===== config.mk =====
export PLATFORM = sky130hd
export DESIGN_NAME = uart_rx
export DESIGN_NICKNAME = d
export VERILOG_FILES = /design/src/rtl/uart_rx.sv
export SDC_FILE = /design/constraint.sdc
export NUM_CORES = 1
export LEC_CHECK = 0
export ABC_AREA = 1
export CORE_AREA = 4 4 66 68
export DETAILED_ROUTE_END_ITERATION = 6
export DIE_AREA = 0 0 70 72
export SYNTH_ARGS = -nofsm -noshare
export SYNTH_HDL_FRONTEND = slang
export SYNTH_SLANG_ARGS = --single-unit

===== constraint.sdc =====
create_clock -name clk -period 1.3 [get_ports clk]
set_input_delay 0.26 -clock clk [delete_from_list [all_inputs] [get_ports clk]]
set_output_delay 0.26 -clock clk [all_outputs]
set_load 0.1 [all_outputs]

===== src/rtl/uart_rx.sv =====
// 8N1 UART receiver: two-flop line synchroniser, start-bit validation and
// mid-bit sampling on an oversampled baud tick, with sticky framing/overrun status.
module uart_rx #(
  parameter int DATA_BITS  = 8,
  parameter int OVERSAMPLE = 16
) (
  input  logic                 clk,
  input  logic                 rst_n,
  input  logic                 rx_baud,
  input  logic                 rxd,
  input  logic                 clr_rda,
  output logic [DATA_BITS-1:0] rx_data,
  output logic                 rda,
  output logic                 framing_err,
  output logic                 overrun
);

  localparam int CNT_W = $clog2(OVERSAMPLE);
  localparam int BIT_W = $clog2(DATA_BITS + 1);
  localparam logic [CNT_W-1:0] CNT_MID  = CNT_W'(OVERSAMPLE / 2 - 1);
  localparam logic [CNT_W-1:0] CNT_LAST = CNT_W'(OVERSAMPLE - 1);
  localparam logic [BIT_W-1:0] BIT_LAST = BIT_W'(DATA_BITS - 1);

  typedef enum logic [2:0] {
    IDLE      = 3'd0,
    START     = 3'd1,
    DATA      = 3'd2,
    STOP      = 3'd3,
    WAIT_HIGH = 3'd4
  } state_e;

  state_e               state_q, state_d;
  logic [CNT_W-1:0]     cnt_q, cnt_d;
  logic [BIT_W-1:0]     bitcnt_q, bitcnt_d;
  logic [DATA_BITS-1:0] shift_q, shift_d;
  logic [DATA_BITS-1:0] rx_data_q, rx_data_d;
  logic                 rda_q, rda_d;
  logic                 framing_err_q, framing_err_d;
  logic                 overrun_q, overrun_d;
  logic                 rxd_meta_q, rxd_sync_q;
  logic                 rxd_s;

  assign rxd_s       = rxd_sync_q;
  assign rx_data     = rx_data_q;
  assign rda         = rda_q;
  assign framing_err = framing_err_q;
  assign overrun     = overrun_q;

  // Two-flop synchroniser; resets to the idle-high line level.
  always_ff @(posedge clk or negedge rst_n) begin
    if (!rst_n) begin
      rxd_meta_q <= 1'b1;
      rxd_sync_q <= 1'b1;
    end else begin
      rxd_meta_q <= rxd;
      rxd_sync_q <= rxd_meta_q;
    end
  end

  // Next-state, counters, shifter and status; clr_rda acts on every clk, the rest only on ticks.
  always_comb begin
    state_d       = state_q;
    cnt_d         = cnt_q;
    bitcnt_d      = bitcnt_q;
    shift_d       = shift_q;
    rx_data_d     = rx_data_q;
    framing_err_d = framing_err_q;
    rda_d         = clr_rda ? 1'b0 : rda_q;
    overrun_d     = clr_rda ? 1'b0 : overrun_q;

    if (rx_baud) begin
      case (state_q)
        IDLE: begin
          if (!rxd_s) begin
            state_d = START;
            cnt_d   = {CNT_W{1'b0}};
          end else begin
            state_d = IDLE;
          end
        end
        START: begin
          cnt_d = cnt_q + CNT_W'(1);
          if (cnt_q == CNT_MID) begin
            cnt_d    = {CNT_W{1'b0}};
            bitcnt_d = {BIT_W{1'b0}};
            state_d  = rxd_s ? IDLE : DATA;
          end else begin
            state_d = START;
          end
        end
        DATA: begin
          cnt_d = cnt_q + CNT_W'(1);
          if (cnt_q == CNT_LAST) begin
            shift_d  = {rxd_s, shift_q[DATA_BITS-1:1]};
            cnt_d    = {CNT_W{1'b0}};
            bitcnt_d = bitcnt_q + BIT_W'(1);
            state_d  = (bitcnt_q == BIT_LAST) ? STOP : DATA;
          end else begin
            state_d = DATA;
          end
        end
        STOP: begin
          cnt_d = cnt_q + CNT_W'(1);
          if (cnt_q == CNT_LAST) begin
            cnt_d = {CNT_W{1'b0}};
            if (rxd_s) begin
              // A same-cycle clr_rda means the bus consumed the old byte, so no overrun.
              rx_data_d     = shift_q;
              rda_d         = 1'b1;
              framing_err_d = 1'b0;
              overrun_d     = (rda_q && !clr_rda) ? 1'b1 : overrun_d;
              state_d       = IDLE;
            end else begin
              framing_err_d = 1'b1;
              state_d       = WAIT_HIGH;
            end
          end else begin
            state_d = STOP;
          end
        end
        WAIT_HIGH: begin
          state_d = rxd_s ? IDLE : WAIT_HIGH;
        end
        default: begin
          state_d = IDLE;
          cnt_d   = {CNT_W{1'b0}};
        end
      endcase
    end else begin
      state_d = state_q;
    end
  end

  // Receiver state and output registers.
  always_ff @(posedge clk or negedge rst_n) begin
    if (!rst_n) begin
      state_q       <= IDLE;
      cnt_q         <= {CNT_W{1'b0}};
      bitcnt_q      <= {BIT_W{1'b0}};
      shift_q       <= {DATA_BITS{1'b0}};
      rx_data_q     <= {DATA_BITS{1'b0}};
      rda_q         <= 1'b0;
      framing_err_q <= 1'b0;
      overrun_q     <= 1'b0;
    end else begin
      state_q       <= state_d;
      cnt_q         <= cnt_d;
      bitcnt_q      <= bitcnt_d;
      shift_q       <= shift_d;
      rx_data_q     <= rx_data_d;
      rda_q         <= rda_d;
      framing_err_q <= framing_err_d;
      overrun_q     <= overrun_d;
    end
  end

endmodule


== After elaboration in Yosys (flattened, before gate mapping) ==
Cells that the tools add are included.
Word-level totals
  bits in registers: 32
  input bits: 5
  output and inout bits: 11
  word-level logic and storage cells: 60
Operators by class
  $add $sub $neg: 2
  equality and inequality tests: 10
  muxes and demuxes: 27
  bitwise gates (word level): 1
  reduce and logical (&&, ||, !) cells: 10
Operators by type and width (count)
  $mux 4: 5
  $pmux 4 s4: 1
  $mux 1: 15
  $pmux 3 s5: 1
  $reduce_and 3->1: 3
  $add 4x1->4 const B: 2
  $eq 4x3->1 const B: 2
  $pmux 4 s2: 1
  $reduce_and 4->1: 2
  $eq 3x2->1 const B: 2
  $mux 3: 2
  $ne 2x2->1 const B: 3
  $eq 4x4->1 const B: 1
  $mux 2: 2
  $eq 3x1->1 const B: 1
  $eq 3x3->1 const B: 1
  $logic_not 3->1: 1
  $reduce_bool 2->1: 1
  $reduce_or 2->1: 1
  $logic_and 1x1->1: 1
  $logic_not 1->1: 1
  $not 1->1: 1

== Longest topological paths before layout ==
  word-level depth: 7
  depth in mapped cells: 9
  depth with buffers taken out: 8

== Least setup slack after synthesis ==
OpenSTA, ideal clock, no wires.
  path kind: register -> register
  from: register cnt_q[0]
  to: register rx_data_q[0], in the netlist rx_data[0]
  library setup time: 0.122 ns
  arrival: 1.287 ns
  data required time: 1.178 ns
  path slack: -0.109 ns
  stages on the path, launching flop included: 10
  buffers on the path: 1
  clock period less this slack: 1.409 ns
  path through: dfrtp_1 > ha_1 > nand3_1 > inv_2 > nand2_2 > nor2_4 > nand2_4 > buf_6 > nand2_1 > nand2_1
Between the ends
  cells in the longest elaborated chain, start to end: 2
RTL lines
  start: declaration: RTL line 33  | logic [CNT_W-1:0] cnt_q, cnt_d;
  start signal: assignment: RTL line 138  | cnt_q <= {CNT_W{1'b0}};
  start signal: assignment: RTL line 147  | cnt_q <= cnt_d;
  $eq 4x4->1: RTL line 104  | if (cnt_q == CNT_LAST) begin
  $reduce_and 4->1 (no line)
  end signal: assignment: RTL line 141  | rx_data_q <= {DATA_BITS{1'b0}};
  end signal: assignment: RTL line 150  | rx_data_q <= rx_data_d;
  end: declaration: RTL line 36  | logic [DATA_BITS-1:0] rx_data_q, rx_data_d;
Every way passes these cells.
A chain may end at the register's enable or synchronous reset.

== Worst setup path in the final report ==
  from: register cnt_q[0]
  to: register framing_err_q, in the netlist framing_err
Between the ends
  cells in the longest elaborated chain, start to end: 2
RTL lines
  $eq 4x4->1: RTL line 104
  $reduce_and 3->1 (no line)
  end signal: assignment: RTL line 152  | framing_err_q <= framing_err_d;
  end: declaration: RTL line 38  | logic framing_err_q, framing_err_d;
Every way passes these cells.

==> results.md <==
- Wire length of the first global-routing pass: 5610 microns
- Synthesized area divided by synthesized cell count: 9.03 sq um
- Most common library cell in the layout ignoring fill and taps: sky130_fd_sc_hd__dfrtp_1
- Antenna diode count: 0
- Number of cell instances on the worst register-to-register path: 8
- Crit path time final: 1420 ps
- Type of the most critical hold path: input port to async pin
- Share of synthesized area occupied by flip-flops and latches: 54.5%
- Outcome: finished with violations
- Final Core Density: 58.1%
- I/O pins: 16
- Buffer depth of the longest clock path: 2
- Via count of the first global-routing pass: 1,233
- WP data arrival: 1590 ps
- Antenna violations before repair: 0
- Count of pins over their slew limit: 0
- Failing checks: setup timing
- Slew Limit Headroom: 84.1%
- Number of filler instances in the final layout: 328
- Highest net fanout along the worst path: 3
- Total buffers and inverters traversed by the critical path: 3
- Final antenna-violating net count: 0
- RSZ-0062 raised after global routing: yes
- Number of levels in the clock H-tree: 2
- Leading cell types in the layout, fill and taps excluded: 30 x sky130_fd_sc_hd__dfrtp_1, 28 x sky130_fd_sc_hd__nand2_1, 19 x sky130_fd_sc_hd__inv_1
- Portion of the clock cycle consumed by the worst path in the final layout: 109%
- Worst setup path class: flip-flop to flip-flop
- Final Worst Setup Slack: -122 ps
- Setup violations, final: 23
- Maximum number of pins on one net before global-route repair: 17
- Fraction of final layout cells with drive strength greater than 1: 40.5%
- Input/output buffers: 15
- Worst VDD drop: 0.000839 V
- Post-route clock skew: 6.25 ps
- Fmax: 703 MHz
- Fraction of synthesized cell area taken by the top area cell type: 51.0%
- Cell mode on critical path: sky130_fd_sc_hd__buf_6
- Number of maximum-capacitance violations: 0
- Kind of launch point of the worst setup path: flip-flop
- Register bit total from synthesis: 32
- Via count: 1,223
- Number of hold-slack violations in the final timing report: 0
- Final Routed Wirelength: 3350 microns
- CP delay by family, top: flip-flops
- Grt ovf: 0
- Delay contributed by the slowest stage of the critical path: 420 ps
- Total leakage power: 0.987 nW
- List of cells traversed by the critical path: ha_4 > nand3_4 > inv_4 > nand2_2 > nor2_4 > buf_6 > buf_6 > o21a_1
- Synthesized Nets: 170
- Routed length per placed instance: 12.9 microns
- Count of cell instances traversed by the critical path: 8
- Die extent in y: 72 microns
- Post-detailed-route via-to-cell ratio: 4.70
- Number of rows in the core area: 23
- Worst setup EP type: flip-flop
- Total power density per cell area: 1150 mW/mm^2
- Max stage delay cell, worst path: sky130_fd_sc_hd__dfrtp_1
- Floorplan die width: 70 microns
- Clock buffers created by TritonCTS: 5
- Worst endpoint required time: 1470 ps
- Clock latency at the later pin of the worst-skew pair: 280 ps
- Count of placed standard cells including taps: 241
- Transition time at the pin with the least slew margin: 238 ps
- TritonCTS clock tree: done
- Clock transition at the register clock pins on the worst setup and hold paths after CTS: 60 ps
- Cell types with the largest area share after synthesis: sky130_fd_sc_hd__dfrtp_1 51%, sky130_fd_sc_hd__nand2_1 11%, sky130_fd_sc_hd__o21ai_0 6.8%, sky130_fd_sc_hd__inv_1 4.8%, sky130_fd_sc_hd__o21ai_2 4.2%
- Synthesis warning total: 0
- Number of DRC violations after detailed routing: 0
- Starting density of the core: 38.2%
- Count of cell types in the netlist: 23
- Number of non-filler instances in the completed layout: 260
- Area of the die: 0.00504 sq mm
- Detailed Place HPWL: 2240 microns
- Relative area change from synthesis to final layout: 52.3%
- GRT Resource Usage Total: 14.2%
- Clock tree root buffer cell: sky130_fd_sc_hd__clkbuf_8
- Number of clock sinks: 32
- Final net count: 216
- Post-synthesis instance total: 163
- First-pass detailed-route iteration total: 4
- Starting DRC count in detailed routing: 43
- CORE AREA: 0.00386 sq mm
- Routability Congestion: 0.819
- Cell taking the most area after synthesis: sky130_fd_sc_hd__dfrtp_1
- Combined area of all synthesized cells: 0.00147 sq mm
- Hold-fix buffers at CTS: 0
## cell families after synthesis
| family | after synthesis | synth area share [%] |
|---|---|---|
| fa+ha+maj | 2 | 1.70 |
| simple gates | 71 | 22.5 |
| flops | 32 | 54.5 |
| buf+inv | 24 | 6.71 |
| compound gates | 32 | 13.3 |
| xor+xnor | 2 | 1.19 |
## routing by layer
layer,vias to the layer above,global-route usage [%],share of wire (%)
met3,2,5.54,4.2
met4,0,4.26,0.66
met2,16,24.6,53
met1,582,16.3,42
li1,623,-,-
met5,-,0,0
## synth_stat cells (all sizes together)
library cell	n
a22oi	2
o21a	1
nor3	1
nand4	1
buf	2
o211ai	1
a21oi	1
dfstp	2
nor2	10
dfrtp	30
xor2	2
nand2	46
o21ai	27
inv	22
nand3	13
ha	2
## final timing paths
check | start | endpoint | slack [ps]
setup / recovery | cnt_q[0] | framing_err | -120
hold / removal | rst_n | state_q[0] | 340
setup reg to reg | cnt_q[0] | framing_err | -120
hold reg to reg | rxd_meta_q | rxd_s | 360
max in group asynchronous | rst_n | rxd_meta_q | 710
min in group clk | rxd_meta_q | rxd_s | 360
## report_power, final
part,leakage [nW],total [mW],switching [mW],internal [mW]
registers,0.434,1.16,0.0966,1.07
logic,0.498,0.491,0.271,0.219
clock network,0.0552,0.917,0.349,0.568
total,0.987,2.57,0.717,1.85
## through the flow
| stage | total power [mW] | setup TNS, ps | hold slack, ps | setup slack [ps] | area, sq um |
|---|---|---|---|---|---|
| finish | 2.57 | -1150 | 339 | -122 | 2240 |
| global route | 2.72 | -3630 | 355 | -176 | 2240 |
| CTS | 2.55 | -1270 | 341 | -102 | 2120 |
| detailed placement | 1.58 | -5300 | 350 | -236 | 1900 |
| global placement | 1.56 | -4170 | 350 | -179 | 1900 |
| floorplan | 1.39 | -251 | -35.6 | -77.4 | 1480 |
## layout make-up
| type | instances | area, sq um | area share, % |
|---|---|---|---|
| inverter | 22 | 85.1 | 3.79 |
| tap | 50 | 62.6 | 2.79 |
| clock buffer | 6 | 72.6 | 3.24 |
| sequential | 32 | 803 | 35.8 |
| timing repair buffer | 37 | 444 | 19.8 |
| multi-input combinational | 111 | 739 | 33.0 |
| clock inverter | 2 | 35.0 | 1.56 |
## sequential cells by signal, summed over array words and instances, names as in the netlist
signal / flops
cnt_q: 4
rxd_meta_q: 1
rxd_s: 1
state_q: 3
rda: 1
rx_data: 8
shift_q: 8
bitcnt_q: 4
framing_err: 1
overrun: 1
## what timing repair did
| action | in CTS | in global routing |
|---|---|---|
| cloned | 2 | 2 |
| setup buffers | 3 | 4 |
| setup endpoints to repair | 25 | 29 |
| pin swaps | 5 | 7 |
| resized for setup | 19 | 24 |
Note: power is estimated with default switching activity, not from simulation.
